File: config.mk
export PLATFORM = sky130hd
export DESIGN_NAME = chan_rcv
export DESIGN_NICKNAME = d
export VERILOG_FILES = /design/src/rtl/chan_rcv.sv
export SDC_FILE = /design/constraint.sdc
export NUM_CORES = 1
export LEC_CHECK = 0
export BUFFER_PORTS_ARGS = -buffer_cell sky130_fd_sc_hd__buf_4
export CAP_MARGIN = 20
export CORE_MARGIN = 3
export CORE_UTILIZATION = 62
export CTS_BUF_LIST = sky130_fd_sc_hd__clkbuf_2
export DETAILED_ROUTE_END_ITERATION = 10
export PLACE_DENSITY_LB_ADDON = 0.25
export SLEW_MARGIN = 5
export SYNTH_ARGS = -nofsm -noshare
export SYNTH_HDL_FRONTEND = slang
export SYNTH_SLANG_ARGS = --single-unit
File: constraint.sdc
create_clock -name clk -period 2.9 [get_ports clk]
set_clock_uncertainty 0.2 [all_clocks]
set_input_delay 0.87 -clock clk [delete_from_list [all_inputs] [get_ports clk]]
set_output_delay 0.87 -clock clk [all_outputs]
set_load 0.005 [all_outputs]
File: src/rtl/chan_rcv.sv
// chan_rcv: deserialises the producer's mix/address byte triplets into
// indexed channel records and buffers them in a show-ahead FIFO.
//
// Ports:
//   clk, rst_n            clock, async active-low reset
//   sync_stb              frame start: resets sequencer and channel index
//   in_data               producer byte
//   in_stb_mix            in_data is frac / vl / vr
//   in_stb_addr           in_data is addr hi / mid / lo
//   out_valid, out_ready  head-record handshake (pop on valid & ready)
//   out_idx .. out_vr     head record fields
//   err_seq, err_ovf      sticky framing / overflow flags
//   err_clr               clears both sticky flags
`timescale 1ns/1ps

module chan_rcv #(
  parameter int DEPTH_LOG2 = 2
) (
  input  logic        clk,
  input  logic        rst_n,
  input  logic        sync_stb,
  input  logic [7:0]  in_data,
  input  logic        in_stb_mix,
  input  logic        in_stb_addr,
  output logic        out_valid,
  input  logic        out_ready,
  output logic [4:0]  out_idx,
  output logic [21:0] out_addr,
  output logic [7:0]  out_frac,
  output logic [5:0]  out_vl,
  output logic [5:0]  out_vr,
  output logic        err_seq,
  output logic        err_ovf,
  input  logic        err_clr
);

  localparam int DEPTH = 1 << DEPTH_LOG2;

  typedef logic [DEPTH_LOG2-1:0] ptr_t;
  typedef logic [DEPTH_LOG2:0]   cnt_t;

  localparam cnt_t FULL_CNT = cnt_t'(DEPTH);

  typedef enum logic [2:0] {
    EXP_FRAC,
    EXP_VL,
    EXP_VR,
    EXP_AHI,
    EXP_AMID,
    EXP_ALO
  } seq_t;

  typedef struct packed {
    logic [4:0]  idx;
    logic [21:0] addr;
    logic [7:0]  frac;
    logic [5:0]  vl;
    logic [5:0]  vr;
  } rec_t;

  seq_t       state;
  seq_t       nstate;
  seq_t       st_eff;
  logic [4:0] idx_q;
  logic [4:0] idx_eff;
  logic [4:0] idx_nxt;

  logic [7:0] frac_q;
  logic [5:0] vl_q;
  logic [5:0] vr_q;
  logic [5:0] ahi_q;
  logic [7:0] amid_q;

  logic ld_frac;
  logic ld_vl;
  logic ld_vr;
  logic ld_ahi;
  logic ld_amid;
  logic done;
  logic seq_set;
  logic mix_st;

  logic both;
  logic only_mix;
  logic only_addr;

  rec_t mem [DEPTH];
  ptr_t wr_ptr;
  ptr_t rd_ptr;
  cnt_t count;
  logic full;
  logic push;
  logic pop;
  logic ovf_set;
  rec_t new_rec;
  rec_t head;

  assign both      = in_stb_mix & in_stb_addr;
  assign only_mix  = in_stb_mix & ~in_stb_addr;
  assign only_addr = in_stb_addr & ~in_stb_mix;

  // sync_stb acts before any strobe in the same cycle
  assign st_eff  = sync_stb ? EXP_FRAC : state;
  assign idx_eff = sync_stb ? 5'd0 : idx_q;
  assign mix_st  = (st_eff == EXP_FRAC) ||
                   (st_eff == EXP_VL) ||
                   (st_eff == EXP_VR);

  always_comb begin
    nstate  = st_eff;
    ld_frac = 1'b0;
    ld_vl   = 1'b0;
    ld_vr   = 1'b0;
    ld_ahi  = 1'b0;
    ld_amid = 1'b0;
    done    = 1'b0;
    seq_set = sync_stb && (state != EXP_FRAC);
    unique case (1'b1)
      both: begin
        seq_set = 1'b1;
        nstate  = EXP_FRAC;
      end
      only_mix: begin
        if (mix_st) begin
          unique case (st_eff)
            EXP_FRAC: begin
              ld_frac = 1'b1;
              nstate  = EXP_VL;
            end
            EXP_VL: begin
              ld_vl  = 1'b1;
              nstate = EXP_VR;
            end
            default: begin
              ld_vr  = 1'b1;
              nstate = EXP_AHI;
            end
          endcase
        end else begin
          // restart the record with this byte as frac
          seq_set = 1'b1;
          ld_frac = 1'b1;
          nstate  = EXP_VL;
        end
      end
      only_addr: begin
        if (!mix_st) begin
          unique case (st_eff)
            EXP_AHI: begin
              ld_ahi = 1'b1;
              nstate = EXP_AMID;
            end
            EXP_AMID: begin
              ld_amid = 1'b1;
              nstate  = EXP_ALO;
            end
            default: begin
              done   = 1'b1;
              nstate = EXP_FRAC;
            end
          endcase
        end else begin
          seq_set = 1'b1;
          nstate  = EXP_FRAC;
        end
      end
      default: ;
    endcase
  end

  assign idx_nxt = done ? idx_eff + 5'd1 : idx_eff;

  always_ff @(posedge clk or negedge rst_n) begin
    if (!rst_n) begin
      state <= EXP_FRAC;
      idx_q <= 5'd0;
    end else begin
      state <= nstate;
      idx_q <= idx_nxt;
    end
  end

  always_ff @(posedge clk or negedge rst_n) begin
    if (!rst_n) begin
      frac_q <= 8'd0;
      vl_q   <= 6'd0;
      vr_q   <= 6'd0;
      ahi_q  <= 6'd0;
      amid_q <= 8'd0;
    end else begin
      if (ld_frac) frac_q <= in_data;
      if (ld_vl)   vl_q   <= in_data[5:0];
      if (ld_vr)   vr_q   <= in_data[5:0];
      if (ld_ahi)  ahi_q  <= in_data[5:0];
      if (ld_amid) amid_q <= in_data;
    end
  end

  assign new_rec = '{
    idx:  idx_eff,
    addr: {ahi_q, amid_q, in_data},
    frac: frac_q,
    vl:   vl_q,
    vr:   vr_q
  };

  assign full    = (count == FULL_CNT);
  assign pop     = (count != '0) & out_ready;
  // a pop in the completion cycle frees the slot the push needs
  assign push    = done & (~full | pop);
  assign ovf_set = done & full & ~pop;

  always_ff @(posedge clk) begin
    if (push) mem[wr_ptr] <= new_rec;
  end

  always_ff @(posedge clk or negedge rst_n) begin
    if (!rst_n) begin
      wr_ptr <= '0;
      rd_ptr <= '0;
      count  <= '0;
    end else begin
      if (push) wr_ptr <= wr_ptr + 1'b1;
      if (pop)  rd_ptr <= rd_ptr + 1'b1;
      unique case ({push, pop})
        2'b10:   count <= count + 1'b1;
        2'b01:   count <= count - 1'b1;
        default: count <= count;
      endcase
    end
  end

  always_ff @(posedge clk or negedge rst_n) begin
    if (!rst_n) begin
      err_seq <= 1'b0;
      err_ovf <= 1'b0;
    end else begin
      err_seq <= seq_set | (err_seq & ~err_clr);
      err_ovf <= ovf_set | (err_ovf & ~err_clr);
    end
  end

  assign head      = mem[rd_ptr];
  assign out_valid = (count != '0);
  assign out_idx   = head.idx;
  assign out_addr  = head.addr;
  assign out_frac  = head.frac;
  assign out_vl    = head.vl;
  assign out_vr    = head.vr;

endmodule

==> results.yml, run 1 <==
outcome:
  outcome: "finished, violations left"
  violations: "negative setup slack"
pwr:
  p_clk_frac: 0.246
  p_comb_frac: 0.274
  seqPwrFrac: 0.481
  vdd.ir_drop.worst_v: 0.000368
  power.net_switching_w: 0.00227
  power.leakage_nw: 4.00
  p_sw_frac: 0.275
  cellPowerDensity_mw_per_mm2: 765
  post-layout-total-power_w: 0.00824
  internal-power_w: 0.00598
global_route:
  grt_max_degree: 52
  grt_first_pass_wirelength_um: 28000
  grt_antenna_before_repair: 1
  grt_remaining_overflow: 0
  grt_pass1_vias: 5075
  total_global_routing_track_utilization: 0.231
sta:
  max-slew-margin-rel: 0.517
  final_period_minus_worst_setup_slack_ps: 3240
  setup_repair_after_global_routing_missed_its_margin: "true"
  min_period_over_period: 1.12
  hold-worst-slack_ps: 133
  fmaxAchievable_mhz: 309
  timing_hold_violations_final: 0
  totalNegativeSetupSlack_ps: -14470
  setup_viol: 47
  setup_ws_ps: -337
  tightestPinTransition_ps: 725
  final-max-slew-violation-count: 0
synth:
  yosys_warnings: 0
  syn_inst: 434
  synth_seq_area_share: 0.759
  synth_seq_cells: 239
  asyncSetResetFlopFracSynth: 0.213
  synth_edf_count: 188
  dominantRegCellSynth: "edfxtp_1"
  syn_nets: 455
  avgSynthCellArea_sq_um: 21.0
  synth_area_sq_mm: 0.00912
  synth_cell_type_count: 43
detailed_routing:
  route.antenna.remaining_nets: 0
  via_per_instance_ratio: 5.91
  drt-wirelength-per-cell_um: 22.6
  drt-initial-drc-count: 380
  drcViolationCount: 0
  drt_pass1_iterations: 4
  wl_final_um: 17900
  route.vias.total: 4683
final_layout:
  fin_nets: 586
  layout.cells.most_common_list: "188 x edfxtp_1, 88 x clkbuf_2, 49 x dfrtp_1, 47 x mux4_2, 42 x buf_6"
  area.growth.synth_to_final_pct: 18.2
  drive_gt1_frac: 0.453
  instances_no_fill: 792
  nFillCells: 753
  final_common_cell: "edfxtp_1"
  seq_area_sq_mm: 0.00693
  final_cell_area_sq_mm: 0.0108
  multiInputGateArea_sq_mm: 0.00209
cts:
  clock_tree.buffer_depth: 3
  cts_htree_levels: 2
  tritoncts_num_sinks: 239
  clkLatencyLatePin_ps: 770
  clk_root_buffer_cell: "clkbuf_2"
  worst_setup_hold_path_clk_slew_ps: 110
  tritoncts: "yes"
  numCtsBuffers: 55
die:
  rows: 43
  die_x_um: 127
  num_io_pins: 65
  core_region_area_sq_mm: 0.0141
  die_y_um: 127
  die_area_sq_mm: 0.0162
  floorplan.initialDensity: 0.645
worst_setup_path:
  critPathMostFrequentCell: "buf_6"
  worst_setup_path_start_kind: "flip-flop"
  path_max_fanout: 8
  critical_path.max_stage_delay_ps: 520
  cp_cell_sequence: "buf_6 > buf_16 > mux4_2 > buf_6"
  worst-r2r-setup-slack_ps: 360
  critical_path_required_ps: 1830
  timing.critical_path.max_delay_family: "flip-flops"
  crit_slowest_cell: "dfrtp_4"
  crit_path_end_kind: "output port"
  class_of_the_most_critical_setup_path: "flip-flop to output port"
  worst_ep_arrival_time_ps: 2170
  timing.critical_path.buf_inv: 3
placed_design:
  dp.cells: 684
  io_buffer_count: 64
  place.gp.congestion: 0.897
  placed_area_sq_mm: 0.0101
  post-dp-hpwl_um: 10200
min_path:
  timing.hold.worst.class: "input pin to flip-flop"
run:
  max_cap_viol_count: 0
-- synthesized netlist by cell type (5+ instances only) --
master	instances	area, sq um
nor2_1	8	30.0
o21ai_0	5	25.0
inv_1	5	18.8
edfxtp_1	188	5650
dfrtp_1	51	1280
buf_2	8	40.0
xnor2_1	6	52.6
nor2b_1	6	37.5
clkbuf_1	7	26.3
ha_1	5	62.6
mux2_2	35	394
nand2_1	13	48.8
mux4_2	47	1060
-- registers in the layout, indices dropped and copies added, names as in the netlist --
| register | count |
|---|---|
| rd_ptr | 2 |
| err_ovf | 1 |
| vl_q | 6 |
| err_seq | 1 |
| idx_q | 5 |
| frac_q | 8 |
| mem | 188 |
| wr_ptr | 2 |
| amid_q | 8 |
| count | 3 |
| vr_q | 6 |
| ahi_q | 6 |
| state | 3 |
-- metrics by stage --
stage / setup slack, ps / utilization
after floorplan: 12.5 / -
after global placement: 92.2 / 0.711
after detailed placement: 73.0 / 0.711
after CTS: -416 / 0.763
after global routing: -462 / 0.762
final: -337 / 0.762
-- final timing paths --
kind                             from      endpoint  cells after the start
setup / recovery            rd_ptr[0]  out_addr[19]                      4
hold / removal             in_data[6]    mem[1][26]                      1
hold reg to reg               vl_q[5]    mem[0][11]                      0
min in group asynchronous       rst_n      idx_q[4]                      2
setup reg to reg             state[1]      count[2]                      7
max in group asynchronous       rst_n     rd_ptr[0]                      2
-- kinds of logic (layout without fill, tap and decap cells) --
kind of cell	Yosys count	after routing	share of synthesized area
adder cells (fa/ha/maj)	6	6	0.00905
multiplexers	83	83	0.160
flip-flops	239	239	0.759
other	0	1	0
XOR/XNOR	8	8	0.00768
buffers and inverters	23	200	0.0122
AO/OA/AOI/OAI	24	24	0.0176
AND/OR/NAND/NOR	51	51	0.0342
-- power groups by stage --
stage          Clock, W  Combinational [W]  Sequential, W
6_report        0.00203            0.00226        0.00396
3_5_place_dp          0            0.00196        0.00402
3_3_place_gp          0            0.00194        0.00400
4_1_cts         0.00206            0.00231        0.00396
2_1_floorplan         0            0.00116        0.00396
5_1_grt         0.00228            0.00240        0.00398
-- metal layers --
layer / vias to the layer above / wire length [um] / part of all wire / global-route usage
li1: 2052 / - / - / -
met1: 2455 / 7030 / 0.39 / 0.313
met2: 158 / 9540 / 0.53 / 0.385
met3: 18 / 1090 / 0.061 / 0.0443
met4: 0 / 204 / 0.011 / 0.0782
met5: - / 0 / 0 / 0
-- final cells by class --
cell class                 instances  area share
timing repair buffer              92      0.0942
tap                              180      0.0209
inverter                           5     0.00174
clock inverter                    15     0.00522
sequential                       239       0.643
antenna                            1    0.000232
multi-input combinational        172       0.194
clock buffer                      88      0.0409
-- timing repair --
item,4_1_cts,5_1_grt
setup buffers,2,0
endpoints found under the setup margin,47,47
hold buffers,1,0
hold endpoints to repair,51,0
gates resized for setup,43,2
gates cloned,2,0
No activity file was read; power rests on OpenSTA's default activity.
==> inputs of run 2 (changes only) <==
--- a/config.mk
+++ b/config.mk
@@ -8,7 +8,7 @@
 export BUFFER_PORTS_ARGS = -buffer_cell sky130_fd_sc_hd__buf_4
 export CAP_MARGIN = 20
 export CORE_MARGIN = 3
-export CORE_UTILIZATION = 62
+export CORE_UTILIZATION = 67
 export CTS_BUF_LIST = sky130_fd_sc_hd__clkbuf_2
 export DETAILED_ROUTE_END_ITERATION = 10
 export PLACE_DENSITY_LB_ADDON = 0.25
==> constraint.sdc (replaced) <==
create_clock -name clk -period 3.96 [get_ports clk]
set_clock_uncertainty 0.2 [all_clocks]
set_input_delay 1.188 -clock clk [delete_from_list [all_inputs] [get_ports clk]]
set_output_delay 1.188 -clock clk [all_outputs]
set_load 0.005 [all_outputs]
==> run 2 against run 1 <==
The run now ends clean. Die area is 7.1% lower. Final area shrank 3.6%. Clock-buffer cell count down 5. Worst setup slack gained 570 ps. Critical path depth decreased by 1. Critical path type unchanged. Total power fell by 29%. Via count shrank 2.8%. Worst hold slack better by 160 ps. Register-to-register slack improved by 860 ps.
==> results.yml, run 2 (same netlist as run 1, synthesis figures left out) <==
detailed_routing:
  drt_pass1_iterations: 4
  drt-initial-drc-count: 366
  route.vias.total: 4553
  route.antenna.remaining_nets: 0
  drt-wirelength-per-cell_um: 22.0
  wl_final_um: 16800
  drcViolationCount: 0
  via_per_instance_ratio: 5.96
final_layout:
  nFillCells: 661
  area.growth.synth_to_final_pct: 13.9
  largest_register_ffs: 188
  fin_nets: 568
  reg.largest.list: "mem (188), amid_q (8), frac_q (8)"
  multiInputGateArea_sq_mm: 0.00209
  largest_register_by_flop_count: "mem"
  final_cell_area_sq_mm: 0.0104
  final_common_cell: "edfxtp_1"
  drive_gt1_frac: 0.438
  seq_area_sq_mm: 0.00693
  layout.cells.most_common_list: "188 x edfxtp_1, 83 x clkbuf_2, 73 x buf_4, 49 x dfrtp_1, 47 x mux4_2"
die:
  core_region_area_sq_mm: 0.0130
  num_io_pins: 65
  rows: 41
  die_x_um: 123
  floorplan.initialDensity: 0.703
  die_area_sq_mm: 0.0150
  die_y_um: 123
cts:
  cts-hold-fix-buffers: 0
  clkLatencyLatePin_ps: 740
  cts_repair_resize_count: 0
  clk_root_buffer_cell: "clkbuf_2"
  numCtsBuffers: 53
  tritoncts_num_sinks: 239
  clock_tree.buffer_depth: 3
  cts_setup_buffers: 0
  worst_setup_hold_path_clk_slew_ps: 130
  cts_htree_levels: 2
  tritoncts: "yes"
worst_setup_path:
  critical_path.max_stage_delay_ps: 610
  cp_cell_sequence: "buf_4 > mux4_2 > buf_4"
  crit_slowest_cell: "dfrtp_4"
  critPathMostFrequentCell: "buf_4"
  worst_ep_arrival_time_ps: 2330
  path_max_fanout: 11
  critical_path_required_ps: 2570
  class_of_the_most_critical_setup_path: "flip-flop to output port"
  worst_setup_path_start_kind: "flip-flop"
  crit_path_end_kind: "output port"
sta:
  setup_repair_after_global_routing_missed_its_margin: "false"
  max-slew-margin-rel: 0.484
  totalNegativeSetupSlack_ps: 0
  min_period_over_period: 0.940
  setup_ws_ps: 237
  timing_hold_violations_final: 0
  final-max-slew-violation-count: 0
  fmaxAchievable_mhz: 269
  setup_viol: 0
  final_period_minus_worst_setup_slack_ps: 3720
  tightestPinTransition_ps: 770
outcome:
  outcome: "complete, no violations"
placed_design:
  post-dp-hpwl_um: 10400
  place.gp.congestion: 0.845
  io_buffer_count: 64
  dpl_worst_slack_ps: 503
  placed_area_sq_mm: 0.00984
global_route:
  grt_antenna_before_repair: 1
  grt_first_pass_wirelength_um: 26100
  grt_max_degree: 52
  total_global_routing_track_utilization: 0.239
  grt_remaining_overflow: 0
  grt_pass1_vias: 4855
pwr:
  power.leakage_nw: 3.84
  vdd.ir_drop.worst_v: 0.000354
  power.net_switching_w: 0.00155
  seqPwrFrac: 0.507
  p_clk_frac: 0.265
  p_sw_frac: 0.266
  internal-power_w: 0.00429
  post-layout-total-power_w: 0.00585
  p_comb_frac: 0.229
  cellPowerDensity_mw_per_mm2: 563
min_path:
  timing.hold.worst.class: "input pin to async pin"
run:
  max_cap_viol_count: 0
[run 2: worst paths after layout]
| path | from | to | slack [ps] | depth (start not counted) |
|---|---|---|---|---|
| worst max-delay path | rd_ptr[0] | out_addr[16] | 240 | 3 |
| worst min-delay path | rst_n | err_ovf | 290 | 1 |
| worst max register to register | state[0] | count[2] | 1220 | 7 |
| worst min register to register | vl_q[2] | mem[1][8] | 290 | 0 |
| max in group asynchronous | rst_n | rd_ptr[0] | 2720 | 1 |
| min in group clk | vl_q[2] | mem[1][8] | 290 | 0 |
[run 2: metal layers]
layer / vias up / GRT usage / routed length, um
li1: 2015 / - / -
met1: 2325 / 0.317 / 6570
met2: 179 / 0.390 / 8720
met3: 34 / 0.0512 / 1050
met4: 0 / 0.102 / 446
met5: - / 0 / 0
[run 2: critical path, delay by kind of cell, from the launching register on]
family	cells	cell delay (ps)
buffers and inverters	2	450
DFF	1	610
muxes	1	550
[run 2: stage by stage]
| step | std cells | hold slack [ps] | util |
|---|---|---|---|
| detailed placement | 663 | 286 | 0.758 |
| global route | 764 | 268 | 0.800 |
| finish | 764 | 289 | 0.800 |
| global placement | 663 | 280 | 0.758 |
| CTS | 762 | 263 | 0.799 |
| floorplan | 434 | 271 | - |
[run 2: area by class of cell]
cell class | instances | share of cell area
flip-flops and latches | 239 | 0.667
multi-input cells | 172 | 0.201
repair buffers | 76 | 0.0581
clock buffers | 83 | 0.0400
well taps | 172 | 0.0207
clock inverters | 16 | 0.0110
inverters | 5 | 0.00181
diodes | 1 | 0.000241
[run 2: power groups by stage]
stage | clock network (W) | logic [W] | registers (W)
2_1_floorplan | 0 | 0.000848 | 0.00290
3_3_place_gp | 0 | 0.00128 | 0.00303
3_5_place_dp | 0 | 0.00131 | 0.00304
4_1_cts | 0.00159 | 0.00131 | 0.00299
5_1_grt | 0.00172 | 0.00144 | 0.00298
6_report | 0.00155 | 0.00134 | 0.00296
==> inputs of run 3 (changes only) <==
--- a/config.mk
+++ b/config.mk
@@ -11,6 +11,7 @@
 export CORE_UTILIZATION = 67
 export CTS_BUF_LIST = sky130_fd_sc_hd__clkbuf_2
 export DETAILED_ROUTE_END_ITERATION = 10
+export GPL_TIMING_DRIVEN = 0
 export PLACE_DENSITY_LB_ADDON = 0.25
 export SLEW_MARGIN = 5
 export SYNTH_ARGS = -nofsm -noshare
==> run 3 against run 2 <==
Critical path depth up 1. Critical endpoint is now out_vl[0]. Wire length grew 0.21%. Total power decreased by 1.1%. Worst hold slack worse by 57 ps. Global-route usage grew 0.21 points. Sequential cell count stayed put. Combinational power up 4%. Highest routed layer is now met5. Register-to-register slack improved by 60 ps. Largest power group unchanged. Clock power fell by 3%. Non-clock buffer count increased by 8. Sequential power is 3% lower.
==> results.yml, run 3 (same netlist as run 1, synthesis figures left out) <==
final_layout:
  drive_gt1_frac: 0.437
  area.growth.synth_to_final_pct: 14.5
  nFillCells: 645
  layout.cells.most_common_list: "188 x edfxtp_1, 88 x clkbuf_2, 62 x buf_4, 51 x dfrtp_1, 47 x mux4_2"
  final_cell_area_sq_mm: 0.0104
  largest_register_by_flop_count: "mem"
  multiInputGateArea_sq_mm: 0.00209
  seq_area_sq_mm: 0.00692
  largest_register_ffs: 188
  final_common_cell: "edfxtp_1"
  fin_nets: 576
  reg.largest.list: "mem (188), amid_q (8), frac_q (8)"
worst_setup_path:
  worst_setup_path_start_kind: "flip-flop"
  path_max_fanout: 19
  crit_path_end_kind: "output port"
  class_of_the_most_critical_setup_path: "flip-flop to output port"
  worst_ep_arrival_time_ps: 2420
  critical_path_required_ps: 2570
cts:
  clock_tree.buffer_depth: 3
  clkLatencyLatePin_ps: 800
  worst_setup_hold_path_clk_slew_ps: 120
  clk_root_buffer_cell: "clkbuf_2"
  tritoncts: "yes"
  tritoncts_num_sinks: 239
  numCtsBuffers: 53
  cts_htree_levels: 2
  cts-hold-fix-buffers: 0
detailed_routing:
  drt-wirelength-per-cell_um: 21.8
  drt-initial-drc-count: 338
  drcViolationCount: 0
  route.vias.total: 4551
  via_per_instance_ratio: 5.90
  wl_final_um: 16800
  route.antenna.remaining_nets: 0
  drt_pass1_iterations: 4
global_route:
  total_global_routing_track_utilization: 0.241
  grt_first_pass_wirelength_um: 26300
  grt_max_degree: 52
  grt_remaining_overflow: 0
  grt_antenna_before_repair: 2
  grt_pass1_vias: 4821
pwr:
  cellPowerDensity_mw_per_mm2: 554
  power.leakage_nw: 3.86
  vdd.ir_drop.worst_v: 0.000325
sta:
  setup_viol: 0
  final_period_minus_worst_setup_slack_ps: 3800
  timing_hold_violations_final: 0
  setup_repair_after_global_routing_missed_its_margin: "true"
  fmaxAchievable_mhz: 263
  setup_ws_ps: 156
  min_period_over_period: 0.961
  max-slew-margin-rel: 0.518
  tightestPinTransition_ps: 723
  final-max-slew-violation-count: 0
die:
  die_area_sq_mm: 0.0150
  floorplan.initialDensity: 0.703
  die_x_um: 123
  num_io_pins: 65
  rows: 41
  die_y_um: 123
  core_region_area_sq_mm: 0.0130
placed_design:
  place.gp.congestion: 0.830
  post-dp-hpwl_um: 10700
  dpl_worst_slack_ps: 513
  placed_area_sq_mm: 0.00993
  io_buffer_count: 61
min_path:
  timing.hold.worst.class: "input pin to async pin"
run:
  max_cap_viol_count: 0
outcome:
  outcome: "complete, no violations"
## run 3: timing repair
item	in CTS	in global routing
resized for setup	2	0
setup endpoints to repair	28	1
pin swaps	0	0
setup buffers	0	0
## run 3: power by group
| part | internal [W] | switching, W | total, W | leakage, nW |
|---|---|---|---|---|
| sequential | 0.00280 | 0.0000762 | 0.00287 | 2.35 |
| clock | 0.000633 | 0.000878 | 0.00151 | 0.389 |
| combinational | 0.000784 | 0.000619 | 0.00140 | 1.12 |
| total | 0.00421 | 0.00157 | 0.00579 | 3.86 |
## run 3: routing by layer
layer	wire (um)	global-route usage	up-vias
met4	460	0.101	2
li1	-	-	2042
met3	959	0.0535	36
met2	8740	0.400	154
met1	6650	0.313	2317
met5	11	0	-
## run 3: layout make-up
class	count	share of cell area
sequential	239	0.663
clock buffer	86	0.0412
clock inverter	13	0.00755
antenna	1	0.000240
multi-input combinational	172	0.200
tap	172	0.0206
timing repair buffer	67	0.0568
buffer	17	0.00839
inverter	5	0.00180
## run 3: worst paths after layout
path	from	endpoint	slack [ps]	depth (start not counted)
max in group asynchronous	rst_n	amid_q[6]	2790	1
hold / removal	rst_n	ahi_q[1]	230	1
setup / recovery	rd_ptr[0]	out_vl[0]	160	4
hold reg to reg	frac_q[1]	mem[0][13]	270	0
min in group clk	frac_q[1]	mem[0][13]	270	0
setup reg to reg	state[0]	count[2]	1280	8
## run 3: critical path, cell delays in order (launching register included)
cell,delay (ps)
dfrtp_1,340
clkbuf_1,170
buf_4,390
mux4_2,600
buf_4,160
## run 3: through the flow
stage / std cells / utilization / total power (W) / hold slack (ps) / setup TNS [ps]
final: 772 / 0.804 / 0.00579 / 232 / 0
after global routing: 772 / 0.804 / 0.00608 / 214 / -15.1
after CTS: 771 / 0.804 / 0.00586 / 191 / 0
after detailed placement: 673 / 0.765 / 0.00436 / 306 / 0
after global placement: 667 / 0.755 / 0.00430 / 279 / -123140
after floorplan: 434 / - / 0.00375 / 271 / 0
